**src/rtl/lu_req_arbiter.sv**
```systemverilog
// Round-robin arbiter sharing one flow-table lookup port among NUM_REQ preprocessors.
// Define LU_ARB_TIMEOUT_EN to bound WAIT_ACK to TIMEOUT_CYCLES and count timed-out lookups.
module lu_req_arbiter #(
  parameter int unsigned NUM_REQ               = 4,
  parameter int unsigned OPENFLOW_MATCH_SIZE   = 256,
  parameter int unsigned C_AXIS_LEN_DATA_WIDTH = 16,
  parameter int unsigned TIMEOUT_CYCLES        = 255,
  parameter int unsigned DATA_WIDTH            = 32
) (
  input  logic                                           asclk,
  input  logic                                           areset,
  input  logic [NUM_REQ-1:0]                             s_lu_req,
  input  logic [NUM_REQ*OPENFLOW_MATCH_SIZE-1:0]         s_lu_entry,
  input  logic [NUM_REQ*C_AXIS_LEN_DATA_WIDTH-1:0]       s_lu_len,
  output logic [NUM_REQ-1:0]                             s_lu_ack,
  output logic                                           m_lu_req,
  output logic [OPENFLOW_MATCH_SIZE-1:0]                 m_lu_entry,
  output logic [C_AXIS_LEN_DATA_WIDTH-1:0]               m_lu_len,
  input  logic                                           m_lu_ack,
  output logic [DATA_WIDTH-1:0]                          lu_timeout_cnt,
  output logic [DATA_WIDTH-1:0]                          lu_grant_cnt
);

  localparam int unsigned IDX_W = $clog2(NUM_REQ);
  localparam int unsigned MW    = OPENFLOW_MATCH_SIZE;
  localparam int unsigned LW    = C_AXIS_LEN_DATA_WIDTH;

  if (NUM_REQ < 2 || NUM_REQ > 8) begin : g_bad_num_req
    $error("lu_req_arbiter: NUM_REQ must be in 2..8");
  end
  if (TIMEOUT_CYCLES == 0) begin : g_bad_timeout
    $error("lu_req_arbiter: TIMEOUT_CYCLES must be non-zero");
  end

  typedef enum logic [1:0] {
    IDLE     = 2'd0,
    WAIT_ACK = 2'd1,
    ACK      = 2'd2
  } state_e;

  state_e                  state_q, state_d;
  logic [IDX_W-1:0]        grant_q, grant_d;
  logic [IDX_W-1:0]        last_q, last_d;
  logic                    m_req_q, m_req_d;
  logic [MW-1:0]           entry_q, entry_d;
  logic [LW-1:0]           len_q, len_d;
  logic [NUM_REQ-1:0]      s_ack_q, s_ack_d;
  logic [DATA_WIDTH-1:0]   gcnt_q, gcnt_d;

`ifdef LU_ARB_TIMEOUT_EN
  localparam int unsigned TMR_W = $clog2(TIMEOUT_CYCLES + 1);
  logic [TMR_W-1:0]        timer_q, timer_d;
  logic [DATA_WIDTH-1:0]   tcnt_q, tcnt_d;
`endif

  logic [MW-1:0]           entry_arr [NUM_REQ];
  logic [LW-1:0]           len_arr   [NUM_REQ];
  logic [IDX_W-1:0]        win_c;
  logic                    found_c;

  function automatic logic [DATA_WIDTH-1:0] sat_inc(input logic [DATA_WIDTH-1:0] v);
    return (&v) ? v : v + DATA_WIDTH'(1);
  endfunction

  for (genvar g = 0; g < NUM_REQ; g++) begin : g_unpack
    assign entry_arr[g] = s_lu_entry[g*MW +: MW];
    assign len_arr[g]   = s_lu_len[g*LW +: LW];
  end

  // Round-robin pick: scan from the slot after the last grant, wrapping.
  always_comb begin
    int unsigned idx;
    idx     = 0;
    found_c = 1'b0;
    win_c   = last_q;
    for (int unsigned k = 1; k <= NUM_REQ; k++) begin
      idx = 32'(last_q) + k;
      if (idx >= NUM_REQ) idx = idx - NUM_REQ;
      if (!found_c && s_lu_req[IDX_W'(idx)]) begin
        found_c = 1'b1;
        win_c   = IDX_W'(idx);
      end
    end
  end

  always_comb begin
    state_d = state_q;
    grant_d = grant_q;
    last_d  = last_q;
    m_req_d = m_req_q;
    entry_d = entry_q;
    len_d   = len_q;
    s_ack_d = '0;
    gcnt_d  = gcnt_q;
`ifdef LU_ARB_TIMEOUT_EN
    tcnt_d  = tcnt_q;
    timer_d = timer_q;
`endif
    unique case (state_q)
      IDLE: begin
        if (found_c) begin
          grant_d = win_c;
          last_d  = win_c;
          entry_d = entry_arr[win_c];
          len_d   = len_arr[win_c];
          m_req_d = 1'b1;
          state_d = WAIT_ACK;
`ifdef LU_ARB_TIMEOUT_EN
          timer_d = '0;
`endif
        end
      end
      WAIT_ACK: begin
        // A table ack in the expiry cycle takes precedence over the timeout.
        if (m_lu_ack) begin
          m_req_d = 1'b0;
          s_ack_d = NUM_REQ'(1) << grant_q;
          state_d = ACK;
        end
`ifdef LU_ARB_TIMEOUT_EN
        else if (timer_q == TMR_W'(TIMEOUT_CYCLES - 1)) begin
          m_req_d = 1'b0;
          s_ack_d = NUM_REQ'(1) << grant_q;
          state_d = ACK;
          tcnt_d  = sat_inc(tcnt_q);
        end else begin
          timer_d = timer_q + TMR_W'(1);
        end
`endif
      end
      ACK: begin
        gcnt_d  = sat_inc(gcnt_q);
        state_d = IDLE;
      end
      default: state_d = IDLE;
    endcase
  end

  always_ff @(posedge asclk or posedge areset) begin
    if (areset) begin
      state_q <= IDLE;
      grant_q <= '0;
      last_q  <= IDX_W'(NUM_REQ - 1);
      m_req_q <= 1'b0;
      entry_q <= '0;
      len_q   <= '0;
      s_ack_q <= '0;
      gcnt_q  <= '0;
`ifdef LU_ARB_TIMEOUT_EN
      timer_q <= '0;
      tcnt_q  <= '0;
`endif
    end else begin
      state_q <= state_d;
      grant_q <= grant_d;
      last_q  <= last_d;
      m_req_q <= m_req_d;
      entry_q <= entry_d;
      len_q   <= len_d;
      s_ack_q <= s_ack_d;
      gcnt_q  <= gcnt_d;
`ifdef LU_ARB_TIMEOUT_EN
      timer_q <= timer_d;
      tcnt_q  <= tcnt_d;
`endif
    end
  end

  assign s_lu_ack     = s_ack_q;
  assign m_lu_req     = m_req_q;
  assign m_lu_entry   = entry_q;
  assign m_lu_len     = len_q;
  assign lu_grant_cnt = gcnt_q;
`ifdef LU_ARB_TIMEOUT_EN
  assign lu_timeout_cnt = tcnt_q;
`else
  assign lu_timeout_cnt = '0;
`endif

endmodule

```
**config.mk**
```make
export PLATFORM = sky130hd
export DESIGN_NAME = lu_req_arbiter
export DESIGN_NICKNAME = d
export VERILOG_FILES = /design/src/rtl/lu_req_arbiter.sv
export SDC_FILE = /design/constraint.sdc
export NUM_CORES = 1
export LEC_CHECK = 0
export CELL_PAD_IN_SITES_DETAIL_PLACEMENT = 0
export CELL_PAD_IN_SITES_GLOBAL_PLACEMENT = 1
export CORE_AREA = 2 2 557 559
export DETAILED_ROUTE_END_ITERATION = 7
export DIE_AREA = 0 0 559 561
export PLACE_DENSITY_LB_ADDON = 0.15
export SLEW_MARGIN = 5
export SYNTH_ARGS = -nofsm -noshare
export SYNTH_HDL_FRONTEND = slang
export SYNTH_SLANG_ARGS = --single-unit
export TNS_END_PERCENT = 5
```
**constraint.sdc**
```tcl
create_clock -name asclk -period 19.6 [get_ports asclk]
set_input_delay 3.92 -clock asclk [delete_from_list [all_inputs] [get_ports asclk]]
set_output_delay 3.92 -clock asclk [all_outputs]
set_load 0.02 [all_outputs]
```
Yosys cells after proc, flatten, opt, wreduce, memory -nomap -nowiden. Index checks and enable logic that the tools add are counted.

Register bits after elaboration: 315. Bits in latches: 0. Memory bits (writable): 0. Bits in read-only memories: 0. Input port bits: 1095. Memories kept: 0.

Add/sub/neg operators: 9. $mul: 0. Divide/modulo/power cells: 0. $lt $le $gt $ge: 9. Equality and inequality tests: 4. Shift operators: 1. Mux-type cells: 34. Bitwise logic cells: 2. Reductions and logical operators: 13.

Operators by type and width (number): $bmux W256 S2 (1); $mux W256 (2); $add A32 B1 Y32 const B (1); $bmux W16 S2 (1); $mux W16 (2); $reduce_and A32 Y1 (1); $mux W2 (10); $ge A3 B3 Y1 const B (4); $lt A2 B3 Y1 const B (4); $mux W1 (10); $bmux W1 S2 (4); $mux W4 (2); $sub A2 B1 Y2 const B (4); $add A2 B2 Y3 const B (2); $reduce_and A2 Y1 (3); $add A2 B3 Y4 const B (1); $ge A4 B3 Y1 const B (1); $ne A2 B2 Y1 const B (2); $pmux W2 S2 (1); $shl A1 B2 Y4 const A (1); $add A2 B1 Y3 const B (1); $logic_and A1 B1 Y1 (3); $logic_not A1 Y1 (3); $not A2 Y3 (1); other kinds (7) (7).

Logic depth before layout (Yosys ltp). Gate-level depths: netlist (run 1).

Depth after elaboration: 19. Gate-level depth with buffers: 9. Mapped depth without buffers: 6.

Worst setup path before layout (run 1). Ideal clock, no wire load.

Path kind: input to register. Start point: in s_lu_req[1]. End point: reg entry_q[47], in the netlist m_lu_entry[47]. Setup time: 0.146 ns. Arrival: 5.242 ns. Required time: 19.454 ns. Path slack: 14.212 ns. Stages: 7. Path through: mux2_4 > a221oi_2 > buf_6 > buf_8 > buf_6 > mux2i_1 > o221ai_2.

Cells in the longest elaborated chain, start to end: 16. Elaborated cells on any way between the ends: 27.

Ends and longest elaborated chain: from (decl) (RTL line 12) `input logic [NUM_REQ-1:0] s_lu_req,`; $bmux W1 S2 (RTL line 79) `if (!found_c && s_lu_req[IDX_W'(idx)]) begin`; $mux W1 (not written as such) (RTL line 79); $mux W1 (RTL line 79); $logic_not A1 Y1 (RTL line 79); $logic_and A1 B1 Y1 (RTL line 79); $mux W1 (RTL line 79); $logic_not A1 Y1 (RTL line 79); $logic_and A1 B1 Y1 (RTL line 79); $mux W1 (RTL line 79); $logic_not A1 Y1 (RTL line 79); $logic_and A1 B1 Y1 (RTL line 79); $mux W2 (RTL line 79); $not A2 Y3 (not written as such) (RTL line 104) `entry_d = entry_arr[win_c];`; $bmux W256 S2 (RTL line 104); $mux W256 (not written as such) (2 in series) (RTL line 104); to (signal assigned) (RTL line 158) `entry_q <= entry_d;`; to (decl) (RTL line 45) `logic [MW-1:0] entry_q, entry_d;`.

Several ways; a longest one is shown, not always the timed one. The select of a mux whose other input is x is not followed. A chain may end at the register's enable or synchronous reset.

Worst setup path after layout (run 1).
Start point: in s_lu_req[1]. End point: reg entry_q[124], in the netlist m_lu_entry[124].

Same word-level chain as after synthesis.

==> impl_metrics.json, run 1 <==
{
  "synth_top_area_cell": "dfrtp_1",
  "drtAntennaViolNets": 0,
  "h-tree-depth": 2,
  "drv_cap": 0,
  "cts_setup_buffers": 0,
  "cts_root_buffer": "clkbuf_16",
  "maxSlewHeadroom_pct": 24.5,
  "p_per_area_nw_per_um2": 128,
  "grt_pass1_wl_microns": 251000,
  "finalSetupTns_ns": 0,
  "nets": 4178,
  "min_period_ns": 7.63,
  "synth_top_area_share_pct": 39.1,
  "avgSynthCellArea_sq_um": 11.5,
  "cp_common_cell": "buf_4",
  "gr-usage-all-layers_pct": 12.1,
  "ctsResizeCount": 0,
  "antenna_found_initial": 120,
  "ys_types": 43,
  "clkSinkCount": 315,
  "setup_viol_count_final": 0,
  "status": "complete, no violations",
  "vdd_drop_max_mv": 0.0711,
  "vias": 20900,
  "layout-drive-gt1-share_pct": 6.73,
  "slew_violations": 0,
  "cts.clk_slew.worst_paths_ns": 0.05,
  "rows": 204,
  "finalPower_uw": 5100,
  "fin_crit_sh_pct": 38.9,
  "dr.pass1.iters": 4,
  "port_buffers": 1403,
  "area_growth_pct": 98.5,
  "grt_max_degree": 105,
  "grt_setup_unrepaired": "false",
  "ys.flop_type": "dfrtp_1",
  "cts_hold_buf": 0,
  "wl_per_cell_microns": 27.2,
  "leakagePower_uw": 0.0155,
  "drt_iter0_drc": 900,
  "final_cells": 7264,
  "synth_area_leaders": "dfrtp_1, mux2i_1, o221ai_1, o221ai_2, buf_12",
  "path_cells": "clkdlybuf4s50_1, nand2_1, o21ai_0, a221oi_4, buf_4, buf_4, buf_12, buf_4, mux2i_1, o221ai_1",
  "ios": 1436,
  "cpPeakStageDelay_ns": 0.67,
  "synth.ff_latch_count": 315,
  "dpl_cell_area_sq_um": 37900,
  "synth_cells": 1742,
  "required_ns": 20.11,
  "synth_edf_count": 0,
  "criticalPathCategory": "in -> reg",
  "async_flop_share_pct": 100,
  "grt_pass1_vias": 22500,
  "syn-cell-area_sq_um": 20000,
  "clk_path_buf_depth": 3,
  "cp-end-kind": "flop",
  "crit_buf_inv": 5,
  "hp-class": "reg -> reg",
  "fin_skew_ns": 0.0206,
  "path_delay_family": "buffers and inverters",
  "place_inst": 7144,
  "cts_tree": "built",
  "worstPathMaxFanout": 76,
  "yosysWarnings": 0,
  "fmax_mhz": 131,
  "drc": 0,
  "core-area_sq_um": 308000,
  "viasPerCell": 2.88,
  "worst_slew_pin_slew_ns": 1.10,
  "insertion_delay_ns": 0.70,
  "routed_wl_microns": 198000,
  "ys_top_cells_by_count": "mux2i_1, dfrtp_1, nand2_1",
  "finalHoldViolCount": 0,
  "fp.dieH_microns": 561,
  "seq_area_frac_synth_pct": 39.4,
  "initial_core_util_pct": 6.50,
  "grt_overflow_total": 0,
  "place_congestion": 0.810,
  "cp_slowest_cell": "buf_4",
  "synthMostInstantiatedCell": "mux2i_1",
  "n_fill_cell": 34900,
  "numCtsBuffers": 56,
  "critPathLaunchType": "input port",
  "dpl.hpwl_microns": 164000,
  "design_area_sq_um": 39700,
  "die_w_microns": 559,
  "cp.arrival_ns": 8.14,
  "fp.dieArea_sq_um": 314000
}
==> area by class of cell <==
class                           count  area, sq um  share of cell area [%]
Antenna cell                       24         60.1                   0.151
Clock buffer                       84         1620                    4.07
Clock inverter                     12          143                   0.359
Inverter                            8         37.5                  0.0945
Multi-Input combinational cell   1262        10400                    26.3
Sequential cell                   315         7890                    19.9
Tap cell                         4120         5150                    13.0
Timing Repair Buffer             1439        14400                    36.2
==> cells by family after synthesis <==
kind of cell	share of synthesized area (%)
buffers and inverters	9.19
AND/OR/NAND/NOR	7.74
other	0.0187
adder cells (fa/ha/maj)	0.0625
XOR/XNOR	1.36
flip-flops	39.4
AO/OA/AOI/OAI	14.9
multiplexers	27.3
==> per-stage QoR <==
step                      utilization [%]  setup WS, ns  hold WS (ns)
after floorplan                         -          6.97         0.449
after global placement               12.3         10.88         0.470
after detailed placement             12.3         10.98         0.471
after CTS                            12.9         11.80         0.485
after global routing                 12.9         11.76         0.498
final                                12.9         11.97         0.479
==> report_power, final <==
part | leakage (uW) | switching, uW | internal, uW
Sequential | 0.00393 | 223 | 938
Clock | 0.000862 | 429 | 589
Combinational | 0.0107 | 1680 | 1240
Total | 0.0155 | 2330 | 2770
==> flip-flops by register name, indices dropped and copies added, names as in the netlist <==
name / count
m_lu_req: 1
state_q: 2
lu_grant_cnt: 32
s_lu_ack: 4
m_lu_len: 16
m_lu_entry: 256
grant_q: 2
last_q: 2
==> routing by layer <==
metal  GRT usage (%)  share of wire, %  up-vias
met5               0              0.25        -
met4            1.83               1.6       80
met3            5.27               9.8      244
met2            20.4                47     1141
met1            14.4                41    10200
li1                -                 -     9296
==> tightest hold or removal path, stage by stage (launching register included) <==
cell and delay [ns]:
dfrtp_1 0.33, nand2_1 0.06, o221ai_2 0.05
==> placed cells by master (no fill, tap or decap), drive strengths merged, types with 10 or more instances in the layout <==
master and count:
buf 36, clkbuf 84, clkdlybuf4s50 1403, conb 32, dfrtp 313, diode 24, inv 10, mux2i 544
nand2 292, nand3 11, nand4 16, nor2 11, o221ai 272, xnor2 18, xor2 13
==> final timing paths <==
kind	from	to	slack, ns	cells past startpoint
max	s_lu_req[1]	m_lu_entry[124]	11.97	10
min	m_lu_entry[89]	m_lu_entry[89]	0.48	2
max reg2reg	last_q[1]	m_lu_entry[124]	14.98	8
min reg2reg	m_lu_entry[89]	m_lu_entry[89]	0.48	2
max in group asynchronous	areset	m_lu_entry[147]	13.86	4
min in group asynchronous	areset	m_lu_entry[247]	3.70	2
Power figures use the tool's default switching activity.
==> run 2, diff against run 1 <==
Settings changed: CORE_AREA 2 2 557 559 to 2 2 552 554, DIE_AREA 0 0 559 561 to 0 0 554 556.
Clock period 19.6 ns to 6.6 ns, I/O delays scaled along.
==> run 2 against run 1 <==
Via count increased by 0.55%. Largest cell class unchanged. Worst setup slack got worse by 9.4 ns. Critical path depth decreased by 2. Wire length about the same. Global-route usage increased by 0.25 points. Combinational power increased to 3.0 times the previous value. Flip-flop and latch count unchanged.
==> impl_metrics.json, run 2 (same netlist as run 1, synthesis figures left out) <==
{
  "status": "complete, no violations",
  "worst_slew_pin_slew_ns": 1.16,
  "die_w_microns": 554,
  "ios": 1436,
  "cts_root_buffer": "clkbuf_16",
  "wl_per_cell_microns": 27.5,
  "critPathLaunchType": "input port",
  "clkSinkCount": 315,
  "final_cell_mix": "clkdlybuf4s50_1, mux2i_1, dfrtp_1",
  "vias": 21100,
  "core-area_sq_um": 302000,
  "largest_register_ffs": 256,
  "maxSlewHeadroom_pct": 22.5,
  "numCtsBuffers": 55,
  "layout_commonest_cell": "clkdlybuf4s50_1",
  "criticalPathCategory": "in -> reg",
  "layout-drive-gt1-share_pct": 7.82,
  "min_period_ns": 4.00,
  "cts_setup_buffers": 0,
  "dr.pass1.iters": 5,
  "drv_cap": 0,
  "port_buffers": 1403,
  "fp.dieArea_sq_um": 308000,
  "grt_setup_unrepaired": "false",
  "fin_skew_ns": 0.0424,
  "dpl.hpwl_microns": 165000,
  "initial_core_util_pct": 6.62,
  "slew_violations": 0,
  "vdd_drop_max_mv": 0.172,
  "finalHoldViolCount": 0,
  "leakagePower_uw": 0.0157,
  "finalPower_uw": 15200,
  "holdWs_ns": 0.482,
  "worstPathMaxFanout": 60,
  "grt_overflow_total": 0,
  "gr-usage-all-layers_pct": 12.4,
  "grt_pass1_vias": 22500,
  "final_util_pct": 13.3,
  "clk_path_buf_depth": 3,
  "finalSetupTns_ns": 0,
  "cp.arrival_ns": 4.52,
  "area_growth_pct": 100,
  "cts_tree": "built",
  "cp-end-kind": "flop",
  "drc": 0,
  "insertion_delay_ns": 0.71,
  "nets": 4211,
  "antenna_found_initial": 145,
  "rows": 202,
  "routed_wl_microns": 198000,
  "required_ns": 7.12,
  "fmax_mhz": 250,
  "h-tree-depth": 2,
  "drt_iter0_drc": 852,
  "cts.clk_slew.worst_paths_ns": 0.06,
  "grt_max_degree": 95,
  "grt_pass1_wl_microns": 250000,
  "cts_hold_buf": 0,
  "fp.dieH_microns": 556,
  "drtAntennaViolNets": 0,
  "p_per_area_nw_per_um2": 380,
  "fin_crit_sh_pct": 60.6,
  "hp-class": "reg -> reg",
  "viasPerCell": 2.93,
  "setup_viol_count_final": 0,
  "ctsResizeCount": 0,
  "place_congestion": 0.784
}
run 2: through the flow:
step | setup slack [ns] | instance area, sq um | cells
floorplan | 1.08 | 20100 | 1773
finish | 2.60 | 40000 | 7175
detailed placement | 1.89 | 38100 | 7036
global placement | 1.76 | 38100 | 7036
global route | 2.54 | 40000 | 7141
CTS | 2.71 | 40000 | 7138
run 2: worst max-delay path, stage by stage:
cell and delay [ns]:
clkdlybuf4s50_1 0.48, nand2_1 0.10, o21ai_0 0.15, a221oi_4 0.43, buf_12 0.37, buf_12 0.44
mux2i_1 0.83, o221ai_1 0.25
run 2: per-layer routing:
metal  wire length (microns)  global-route usage (%)  vias to the layer above
met5                     672                       0                        -
met4                    3080                    1.87                      104
met3                   21900                    5.89                      270
met2                   92600                    20.6                     1114
met1                   79400                    14.6                    10200
li1                        -                       -                     9412
run 2: final cells by class:
cell class / count / area [sq um]
Sequential cell: 315 / 7890
Timing Repair Buffer: 1473 / 14800
Antenna cell: 37 / 92.6
Tap cell: 3978 / 4980
Clock buffer: 89 / 1680
Multi-Input combinational cell: 1262 / 10400
Clock inverter: 13 / 133
Inverter: 8 / 33.8
Fill cell: 34200 / 262000
run 2: worst paths after layout:
path / start / to / slack, ns / depth (start not counted)
setup reg to reg: last_q[1] / m_lu_entry[124] / 3.09 / 6
max in group asynchronous: areset / m_lu_entry[189] / 3.99 / 3
hold / removal: m_lu_entry[131] / m_lu_entry[131] / 0.48 / 2
setup / recovery: s_lu_req[1] / m_lu_entry[124] / 2.60 / 8
hold reg to reg: m_lu_entry[131] / m_lu_entry[131] / 0.48 / 2
min in group asynchronous: areset / m_lu_entry[12] / 1.17 / 2
run 2: power by group:
part	total (uW)	switching, uW	internal (uW)	leakage, uW
clock network	3070	1270	1800	0.000891
logic	8780	4980	3810	0.0109
registers	3380	595	2780	0.00393
total	15200	6850	8390	0.0157
==> run 3, diff against run 2 <==
Clock period 6.6 ns to 3.3 ns, I/O delays scaled along.
==> run 3 against run 2 <==
Via count rose by 2.8%. Sequential share of layout area shrank 0.82 points. Die area is the same. Highest routed layer unchanged.
==> impl_metrics.json, run 3 (same netlist as run 1, synthesis figures left out) <==
{
  "status": "complete, no violations",
  "critPathLaunchType": "flop",
  "fp.dieArea_sq_um": 308000,
  "design_area_sq_um": 41800,
  "final_cells": 7325,
  "fin_ws_ns": 0.420,
  "cts_hold_buf": 0,
  "vdd_drop_max_mv": 0.418,
  "cts.clk_slew.worst_paths_ns": 0.06,
  "setup_viol_count_final": 0,
  "antenna_found_initial": 135,
  "fin_skew_ns": 0.0340,
  "nets": 4380,
  "clk_path_buf_depth": 3,
  "final_util_pct": 13.8,
  "routed_wl_microns": 197000,
  "viasPerCell": 2.96,
  "drtAntennaViolNets": 0,
  "insertion_delay_ns": 0.72,
  "finalSetupTns_ns": 0,
  "required_ns": 3.87,
  "ctsResizeCount": 0,
  "grt_pass1_vias": 23100,
  "cts_tree": "built",
  "drc": 0,
  "fmax_mhz": 347,
  "initial_core_util_pct": 6.62,
  "core-area_sq_um": 302000,
  "worst_slew_pin_slew_ns": 0.721,
  "numCtsBuffers": 54,
  "grt_pass1_wl_microns": 249000,
  "drv_cap": 0,
  "final_cell_mix": "clkdlybuf4s50_1, mux2i_1, dfrtp_1",
  "clkSinkCount": 315,
  "p_per_area_nw_per_um2": 765,
  "slew_violations": 0,
  "die_w_microns": 554,
  "h-tree-depth": 2,
  "gr-usage-all-layers_pct": 12.3,
  "layout_commonest_cell": "clkdlybuf4s50_1",
  "cts_root_buffer": "clkbuf_16",
  "dpl.hpwl_microns": 170000,
  "cts_setup_buffers": 0,
  "cp-end-kind": "flop",
  "finalHoldViolCount": 0,
  "place_ws_ns": -0.190,
  "port_buffers": 1403,
  "area_growth_pct": 109,
  "worstPathMaxFanout": 30,
  "grt_overflow_total": 0,
  "ios": 1436,
  "dpl_cell_area_sq_um": 39900,
  "layout-drive-gt1-share_pct": 12.6,
  "dr.pass1.iters": 5,
  "fp.dieH_microns": 556,
  "rows": 202,
  "leakagePower_uw": 0.0168,
  "grt_max_degree": 62,
  "maxSlewHeadroom_pct": 51.6,
  "place_congestion": 0.774,
  "largest_register_ffs": 256,
  "n_fill_cell": 34100,
  "place_inst": 7206,
  "fin_crit_sh_pct": 87.3,
  "min_period_ns": 2.88,
  "wl_per_cell_microns": 26.9,
  "drt_iter0_drc": 948,
  "criticalPathCategory": "reg -> reg",
  "vias": 21600,
  "cp.arrival_ns": 3.45,
  "hp-class": "in -> async",
  "grt_setup_unrepaired": "false"
}
-- run 3: cell types whose count changed in the layout (fill, tap and decap cells not counted), sizes merged --
cell      before  now
inv            8    9
clkinv         9   13
bufinv         2    4
diode         37   21
buf           70  240
clkinvlp       2    1
clkbuf        89   79
-- run 3: layer usage --
layer  global-route usage [%]  vias up  share of wire [%]
li1                         -     9708                  -
met5                        0        -               0.29
met4                     1.82       84                1.4
met3                     5.64      248                 10
met1                     14.3    10500                 40
met2                     20.8     1132                 48
-- run 3: through the flow --
stage / hold slack, ns / power (uW)
floorplan: 0.449 / 16700
global placement: 0.465 / 26500
detailed placement: 0.471 / 26400
CTS: 0.310 / 33000
global route: 0.375 / 34000
finish: 0.397 / 32000
-- run 3: final timing paths --
path,from,endpoint,slack (ns),depth (start not counted)
worst min register to register,grant_q[0],s_lu_ack[2],0.48,1
max in group asynchronous,areset,m_lu_entry[5],2.09,4
min in group asclk,grant_q[0],s_lu_ack[2],0.48,1
worst max register to register,last_q[1],m_lu_entry[18],0.42,7
worst min-delay path,areset,m_lu_entry[61],0.40,3
worst max-delay path,last_q[1],m_lu_entry[18],0.42,7
-- run 3: power by group --
group / internal, uW / switching, uW
Clock: 3610 / 2580
Combinational: 8800 / 10100
Sequential: 5570 / 1280
Total: 18000 / 14000
-- run 3: final cells by class --
class | instances | area (sq um) | area share (%)
Inverter | 8 | 33.8 | 0.0808
Timing Repair Buffer | 1643 | 16600 | 39.7
Clock buffer | 79 | 1580 | 3.77
Multi-Input combinational cell | 1262 | 10400 | 25.0
Tap cell | 3978 | 4980 | 11.9
Clock inverter | 19 | 239 | 0.572
Antenna cell | 21 | 52.6 | 0.126
Sequential cell | 315 | 7890 | 18.9
-- run 3: worst max-delay path, stage by stage, from the launching register on --
cell and delay, ns:
dfstp_2 0.60, mux2_4 0.33, a221oi_4 0.37, buf_12 0.25, buf_12 0.30, mux2i_1 0.52, buf_4 0.20, o221ai_1 0.10
